$ cat src/rtl/uart_frame_rx.sv
`default_nettype none
// ============================================================================
// Module   : uart_frame_rx
// Summary  : 16x oversampled UART receiver with 3-sample majority vote, frame
//            and parity error flags and break handling. Optional parity stage
//            enabled by macro UART_RX_PARITY_EN.
// Revision : 1.0 - initial release
// ============================================================================
module uart_frame_rx #(
   parameter int CLK_FREQ  = 50000000,
   parameter int DATA_W    = 8,
   parameter int STOP_BITS = 1
) (
   input  logic              clk,
   input  logic              rst,
   input  logic [2:0]        baud_set,
   input  logic              rs232_rx,
`ifdef UART_RX_PARITY_EN
   input  logic              parity_odd,
`endif
   output logic [DATA_W-1:0] rx_byte,
   output logic              rx_done,
   output logic              frame_err,
   output logic              parity_err,
   output logic              rx_busy
);

   localparam int c_div_9600   = CLK_FREQ / (9600 * 16);
   localparam int c_div_19200  = CLK_FREQ / (19200 * 16);
   localparam int c_div_38400  = CLK_FREQ / (38400 * 16);
   localparam int c_div_57600  = CLK_FREQ / (57600 * 16);
   localparam int c_div_115200 = CLK_FREQ / (115200 * 16);
   localparam int c_div_w      = $clog2(c_div_9600 + 1);

   localparam logic [2:0] c_st_idle      = 3'd0;
   localparam logic [2:0] c_st_start     = 3'd1;
   localparam logic [2:0] c_st_data      = 3'd2;
`ifdef UART_RX_PARITY_EN
   localparam logic [2:0] c_st_parity    = 3'd3;
`endif
   localparam logic [2:0] c_st_stop      = 3'd4;
   localparam logic [2:0] c_st_wait_idle = 3'd5;

   logic               r_rx_meta;
   logic               r_rx_sync;
   logic               r_rx_prev;
   logic               w_fall;
   logic               w_restart;

   logic [c_div_w-1:0] w_div_sel;
   logic [c_div_w-1:0] r_div;
   logic [c_div_w-1:0] r_div_cnt;
   logic               w_tick;
   logic [3:0]         r_phase;
   logic               r_s7;
   logic               r_s8;
   logic               w_vote;
   logic               w_vote_at;
   logic               w_bit_end;

   logic [2:0]         r_state;
   logic [3:0]         r_bit_cnt;
   logic [3:0]         r_hi_cnt;
   logic [DATA_W-1:0]  r_shift;
   logic               r_ferr;
   logic               w_ferr_now;
   logic               w_perr;

   logic [DATA_W-1:0]  r_rx_byte;
   logic               r_rx_done;
   logic               r_frame_err;
   logic               r_parity_err;
   logic               r_rx_busy;

`ifdef UART_RX_PARITY_EN
   logic               r_podd;
   logic               r_par_bit;
`endif

   assign rx_byte    = r_rx_byte;
   assign rx_done    = r_rx_done;
   assign frame_err  = r_frame_err;
   assign parity_err = r_parity_err;
   assign rx_busy    = r_rx_busy;

   // Line idles high, so the synchronizer resets to 1 to avoid a phantom edge.
   always_ff @(posedge clk or posedge rst) begin
      if (rst) begin
         r_rx_meta <= 1'b1;
         r_rx_sync <= 1'b1;
         r_rx_prev <= 1'b1;
      end else begin
         r_rx_meta <= rs232_rx;
         r_rx_sync <= r_rx_meta;
         r_rx_prev <= r_rx_sync;
      end
   end

   assign w_fall    = r_rx_prev & ~r_rx_sync;
   assign w_restart = (r_state == c_st_idle) && w_fall;

   always_comb begin
      w_div_sel = c_div_w'(c_div_9600);
      case (baud_set)
         3'd1:    w_div_sel = c_div_w'(c_div_19200);
         3'd2:    w_div_sel = c_div_w'(c_div_38400);
         3'd3:    w_div_sel = c_div_w'(c_div_57600);
         3'd4:    w_div_sel = c_div_w'(c_div_115200);
         default: w_div_sel = c_div_w'(c_div_9600);
      endcase
   end

   assign w_tick    = (r_div_cnt == (r_div - c_div_w'(1)));
   assign w_vote_at = w_tick && (r_phase == 4'd9);
   assign w_bit_end = w_tick && (r_phase == 4'd15);
   assign w_vote    = (r_s7 & r_s8) | (r_s7 & r_rx_sync) | (r_s8 & r_rx_sync);

   // Oversample divider and bit phase; both realign to the detected start edge.
   always_ff @(posedge clk or posedge rst) begin
      if (rst) begin
         r_div     <= c_div_w'(c_div_9600);
         r_div_cnt <= '0;
         r_phase   <= '0;
         r_s7      <= 1'b1;
         r_s8      <= 1'b1;
      end else if (w_restart) begin
         r_div     <= w_div_sel;
         r_div_cnt <= '0;
         r_phase   <= '0;
      end else if (w_tick) begin
         r_div_cnt <= '0;
         r_phase   <= r_phase + 4'd1;
         if (r_phase == 4'd7) begin
            r_s7 <= r_rx_sync;
         end
         if (r_phase == 4'd8) begin
            r_s8 <= r_rx_sync;
         end
      end else begin
         r_div_cnt <= r_div_cnt + c_div_w'(1);
      end
   end

   assign w_ferr_now = r_ferr | ~w_vote;
`ifdef UART_RX_PARITY_EN
   assign w_perr = (^r_shift) ^ r_par_bit ^ r_podd;
`else
   assign w_perr = 1'b0;
`endif

   always_ff @(posedge clk or posedge rst) begin
      if (rst) begin
         r_state      <= c_st_idle;
         r_bit_cnt    <= '0;
         r_hi_cnt     <= '0;
         r_shift      <= '0;
         r_ferr       <= 1'b0;
         r_rx_byte    <= '0;
         r_rx_done    <= 1'b0;
         r_frame_err  <= 1'b0;
         r_parity_err <= 1'b0;
         r_rx_busy    <= 1'b0;
`ifdef UART_RX_PARITY_EN
         r_podd       <= 1'b0;
         r_par_bit    <= 1'b0;
`endif
      end else begin
         r_rx_done <= 1'b0;
         case (r_state)
            c_st_idle: begin
               if (w_fall) begin
                  r_state <= c_st_start;
`ifdef UART_RX_PARITY_EN
                  r_podd  <= parity_odd;
`endif
               end
            end
            c_st_start: begin
               if (w_vote_at) begin
                  if (w_vote) begin
                     r_state <= c_st_idle;
                  end else begin
                     r_rx_busy <= 1'b1;
                  end
               end else if (w_bit_end) begin
                  r_state   <= c_st_data;
                  r_bit_cnt <= '0;
               end
            end
            c_st_data: begin
               if (w_vote_at) begin
                  r_shift <= {w_vote, r_shift[DATA_W-1:1]};
               end else if (w_bit_end) begin
                  if (r_bit_cnt == 4'(DATA_W - 1)) begin
                     r_bit_cnt <= '0;
                     r_ferr    <= 1'b0;
`ifdef UART_RX_PARITY_EN
                     r_state   <= c_st_parity;
`else
                     r_state   <= c_st_stop;
`endif
                  end else begin
                     r_bit_cnt <= r_bit_cnt + 4'd1;
                  end
               end
            end
`ifdef UART_RX_PARITY_EN
            c_st_parity: begin
               if (w_vote_at) begin
                  r_par_bit <= w_vote;
               end else if (w_bit_end) begin
                  r_state   <= c_st_stop;
                  r_bit_cnt <= '0;
                  r_ferr    <= 1'b0;
               end
            end
`endif
            // The frame closes at the last stop-bit vote rather than the bit end,
            // leaving slack to catch a back-to-back start edge from IDLE.
            c_st_stop: begin
               if (w_vote_at) begin
                  if (r_bit_cnt == 4'(STOP_BITS - 1)) begin
                     r_rx_byte    <= r_shift;
                     r_frame_err  <= w_ferr_now;
                     r_parity_err <= w_perr;
                     r_rx_done    <= 1'b1;
                     r_rx_busy    <= 1'b0;
                     r_hi_cnt     <= '0;
                     r_state      <= w_ferr_now ? c_st_wait_idle : c_st_idle;
                  end else begin
                     r_ferr <= w_ferr_now;
                  end
               end else if (w_bit_end) begin
                  r_bit_cnt <= r_bit_cnt + 4'd1;
               end
            end
            c_st_wait_idle: begin
               if (w_tick) begin
                  if (!r_rx_sync) begin
                     r_hi_cnt <= '0;
                  end else if (r_hi_cnt == 4'd15) begin
                     r_state <= c_st_idle;
                  end else begin
                     r_hi_cnt <= r_hi_cnt + 4'd1;
                  end
               end
            end
            default: begin
               r_state <= c_st_idle;
            end
         endcase
      end
   end

endmodule
`default_nettype wire

$ cat config.mk
export PLATFORM = sky130hd
export DESIGN_NAME = uart_frame_rx
export DESIGN_NICKNAME = d
export VERILOG_FILES = /design/src/rtl/uart_frame_rx.sv
export SDC_FILE = /design/constraint.sdc
export NUM_CORES = 1
export LEC_CHECK = 0
export CORE_UTILIZATION = 55
export DETAILED_ROUTE_END_ITERATION = 12
export PLACE_DENSITY = 0.77
export SYNTH_ARGS = -nofsm -noshare
export SYNTH_HDL_FRONTEND = slang
export SYNTH_SLANG_ARGS = --single-unit
$ cat constraint.sdc
create_clock -name clk -period 2.8 [get_ports clk]
set_input_delay 0.56 -clock clk [delete_from_list [all_inputs] [get_ports clk]]
set_output_delay 0.56 -clock clk [all_outputs]
set_load 0.01 [all_outputs]
==> key figures, run 1 <==
Die
  • Core ar.: ~0.0055 sq mm
  • Initial core utilization: 57.2%
  • Die height: 77.7 um
  • Chip width: 77.7 um
  • Total I/O pin count: 18
  • Std-Cell Rows: 27
  • Die area: a little over 0.006 sq mm

GRT
  • Via count of the first global-routing pass: 2277
  • Total gr overflow: 0
  • First-pass GRT wire length: 10500 um
  • Largest net degree at the start of global routing: 38
  • GRT Util Overall: ~23%
  • Initial antenna violation count: 0

Clock network
  • Post-CTS setup buffer count: 0
  • TritonCTS Sinks: 58
  • CTS tree: yes
  • Root buffer cell: clkbuf_8
  • CTS HTree Levels: 3
  • Bufs on Longest Clock Path: 2
  • Clock Latency Late Sink: 340 ps
  • CTS Buf Count: 9
  • Clk pin slew, worst setup/hold paths: approximately 70 ps

Layout
  • Area Growth Syn to Fin: 16.2%
  • Post-route cell area: 0.00366 sq mm
  • Fillers: 416
  • Final std cells w/o fill: 402
  • Diodes inserted: 0
  • Finished Core Util: 66.5%
  • NumNets Final: ~340
  • Share of layout cells above drive strength 1: 21.8%

Timing
  • Final Max Tran Viols: 0
  • Endpoints failing hold: 0
  • Fmax: 0.376 GHz
  • Max_slew headroom: between 60% and 70%
  • RSZ-0062 raised after global routing: false
  • Worst Slack Setup Final: 140 ps
  • Setup_tns: 0 ps
  • Worst Max-Slew Pin Slew: 565 ps
  • Worst Hold Margin: around 360 ps
  • Final Skew: 10.9 ps
  • Final period util: 95.0%
  • Setup violators final: 0
  • Fin crit period: roughly 2700 ps

Drt
  • DRT iter0 DRCs: ~100
  • ANT nets after route: 0
  • Final wirelength: 6190 um
  • Routed vias: 2316
  • Drt first pass iters: 4
  • Via density: 5.76
  • Drt wl/cell: about 15 um
  • Drt drc: 0

Synthesis
  • Post-synth EDFFs: 0
  • Yosys warning total: 0
  • Compound-Gate Fraction of Synth Area: 12.1%
  • Syn_nets: 314
  • Dominant combinational cell family by area after synthesis: simple AND/OR/NAND/NOR gates
  • Synth Area in Simple Gates: 20.5%
  • Ys flop type: dfrtp_1
  • Area share of fa/ha/maj cells after synthesis: under 10%
  • Cell Area, Synth: ~0.0032 sq mm
  • Dominant cells by area after synthesis: dfrtp_1 (39%), mux2_2 (7.9%), dfstp_2 (7.5%)
  • Ys async rst share: 100%
  • Yosys top cell by area: dfrtp_1
  • Yosys reg bits: 58
  • Cells after Synth: 300
  • Mux share of post-synthesis cell area: 8.81%
  • Syn Area/Cell: about 11 sq um
  • Count of unique library cells instantiated by Yosys: 59
  • Synth top area share: 38.9%
  • Xor-xnor portion of the synthesized cell area: 5.28%
  • Sequential cell area fraction in the yosys report: 46.4%

Job
  • Max cap viols: 0

Min path
  • Min-Delay Path Class: reg2reg
  • Worst hold path stage count: 0

Worst setup path
  • Critical Path Max Stage Delay: 530 ps
  • CP max stage cell: dfstp_2
  • Crit Path Max Fanout: 8
  • CP required: 3020 ps
  • Crit-path cells: inv_1, ha_1, nor3b_2, and4bb_2, and2_1, o311ai_4, nor4_4, mux2_2
  • Crit start category: flip-flop
  • Critical Path End Type: flip-flop
  • CP delay by family, top: simple AND/OR/NAND/NOR gates
  • Worst path bufs/invs: 1
  • Cell count along the critical path: 8
  • Reg2reg path depth: 8
  • Crit path DAT: 2880 ps
  • Crit path kind: reg2reg

Placement
  • Dpl cells: ~390
  • Dpl ws: 67.4 ps
  • Post-DP HPWL: ~4300 um
  • Placed Area: 0.00344 sq mm
  • Final RePlAce weighted congestion: 0.902
  • IO Port Bufs: 16

Run status
  • Status: completed

Power and ir drop
  • Pleak: 1.58 nW
  • Power per Cell Area: a little under 800 mW/mm^2
  • Total power: between 2 and 3 mW
  • Maximum vdd drop: 0.668 mV
## kinds of logic (layout without fill, tap and decap cells)
logic type / Yosys count / after routing
buf+inv: 25 / 55
compound gates: 50 / 50
fa+ha+maj: 9 / 9
other cells: 1 / 1
xor+xnor: 19 / 19
simple gates: 113 / 113
mux: 25 / 25
flops: 58 / 58
## power breakdown
| part | internal (mW) | switching, mW | total, mW |
|---|---|---|---|
| clock network | 0.499 | 0.352 | 0.851 |
| logic | 0.388 | 0.541 | 0.928 |
| registers | 0.960 | 0.149 | 1.11 |
## worst reg2reg max path, delay by kind of cell (launching register included)
kind,cells,cell delay [ps]
buf+inv,1,50
fa+ha+maj,1,250
mux,1,410
simple gates,4,1130
compound gates,1,180
flops,1,530
## layer usage
metal | wire (um) | track usage [%] | vias to the layer above
li1 | - | - | 1132
met1 | 2930 | 29.3 | 1140
met2 | 2970 | 36.6 | 37
met3 | 208 | 6.00 | 7
met4 | 82 | 8.49 | 0
met5 | 0 | 0 | -
## area by class of cell
type	count	area, sq um	share of cell area, %
clock inverter	7	93.8	2.56
sequential	58	1460	39.9
tap	72	90.1	2.46
timing repair buffer	25	240	6.56
inverter	14	52.6	1.43
multi-input combinational	217	1600	43.7
clock buffer	9	124	3.38
## cells in the mapped netlist (4+ instances only)
master and number:
dfrtp_1 49, mux2_2 22, nand2_1 22, nand3_1 16
nor2_1 16, nor3_1 15, inv_1 14, xnor2_1 13
dfstp_2 9, o21ai_0 9, a21oi_1 8, ha_1 8
clkbuf_1 7, o31ai_1 6, xor2_1 6, nand3b_1 5
nor2b_1 5, a31oi_1 4, and3_1 4, nor3b_1 4
## registers in the layout, summed over array words and instances, names as in the netlist, 3 cells and up
signal     count
r_div          9
r_div_cnt      9
r_shift        8
rx_byte        8
r_bit_cnt      4
r_hi_cnt       4
r_phase        4
r_state        3
## what timing repair did
action / CTS / global route
hold buffers: 0 / 0
resized for setup: 0 / 2
hold endpoints to repair: 0 / 0
setup endpoints to repair: 0 / 26
## path summary, 6_finish.rpt
kind / from / to / slack [ps]
worst max-delay path: r_div[0] / r_shift[6] / 140
worst min-delay path: r_rx_meta / r_rx_sync / 360
worst max register to register: r_div[0] / r_shift[6] / 140
worst min register to register: r_rx_meta / r_rx_sync / 360
max in group asynchronous: rst / r_rx_meta / 1620
min in group asynchronous: rst / r_shift[2] / 550
## layout by cell type, fill, tap and decap left out, drive strengths merged, types with 4 or more instances in the layout
| cell | Yosys | routed |
|---|---|---|
| a31oi | 4 | 4 |
| nand2 | 22 | 22 |
| clkbuf | 8 | 9 |
| and3 | 4 | 4 |
| dfstp | 9 | 9 |
| nor2b | 5 | 5 |
| xnor2 | 13 | 13 |
| inv | 14 | 14 |
| nand3 | 16 | 16 |
| buf | 3 | 9 |
| nor3b | 4 | 4 |
| xor2 | 6 | 6 |
| o21ai | 9 | 9 |
| nor3 | 18 | 18 |
| nor2 | 16 | 16 |
| dfrtp | 49 | 49 |
| ha | 8 | 8 |
| o31ai | 6 | 6 |
| mux2 | 22 | 22 |
| clkdlybuf4s50 | 0 | 16 |
| a21oi | 8 | 8 |
| nand3b | 5 | 5 |
| nor4 | 4 | 4 |
Note: power is estimated with default switching activity, not from simulation.
==> run 2: changes to the inputs <==
--- a/config.mk
+++ b/config.mk
@@ -8,6 +8,7 @@
 export CORE_UTILIZATION = 55
 export DETAILED_ROUTE_END_ITERATION = 12
 export PLACE_DENSITY = 0.77
+export SKIP_LAST_GASP = 1
 export SYNTH_ARGS = -nofsm -noshare
 export SYNTH_HDL_FRONTEND = slang
 export SYNTH_SLANG_ARGS = --single-unit
==> results of run 2 <==
The final DEF is identical to that of run 1; final timing and power are the same.
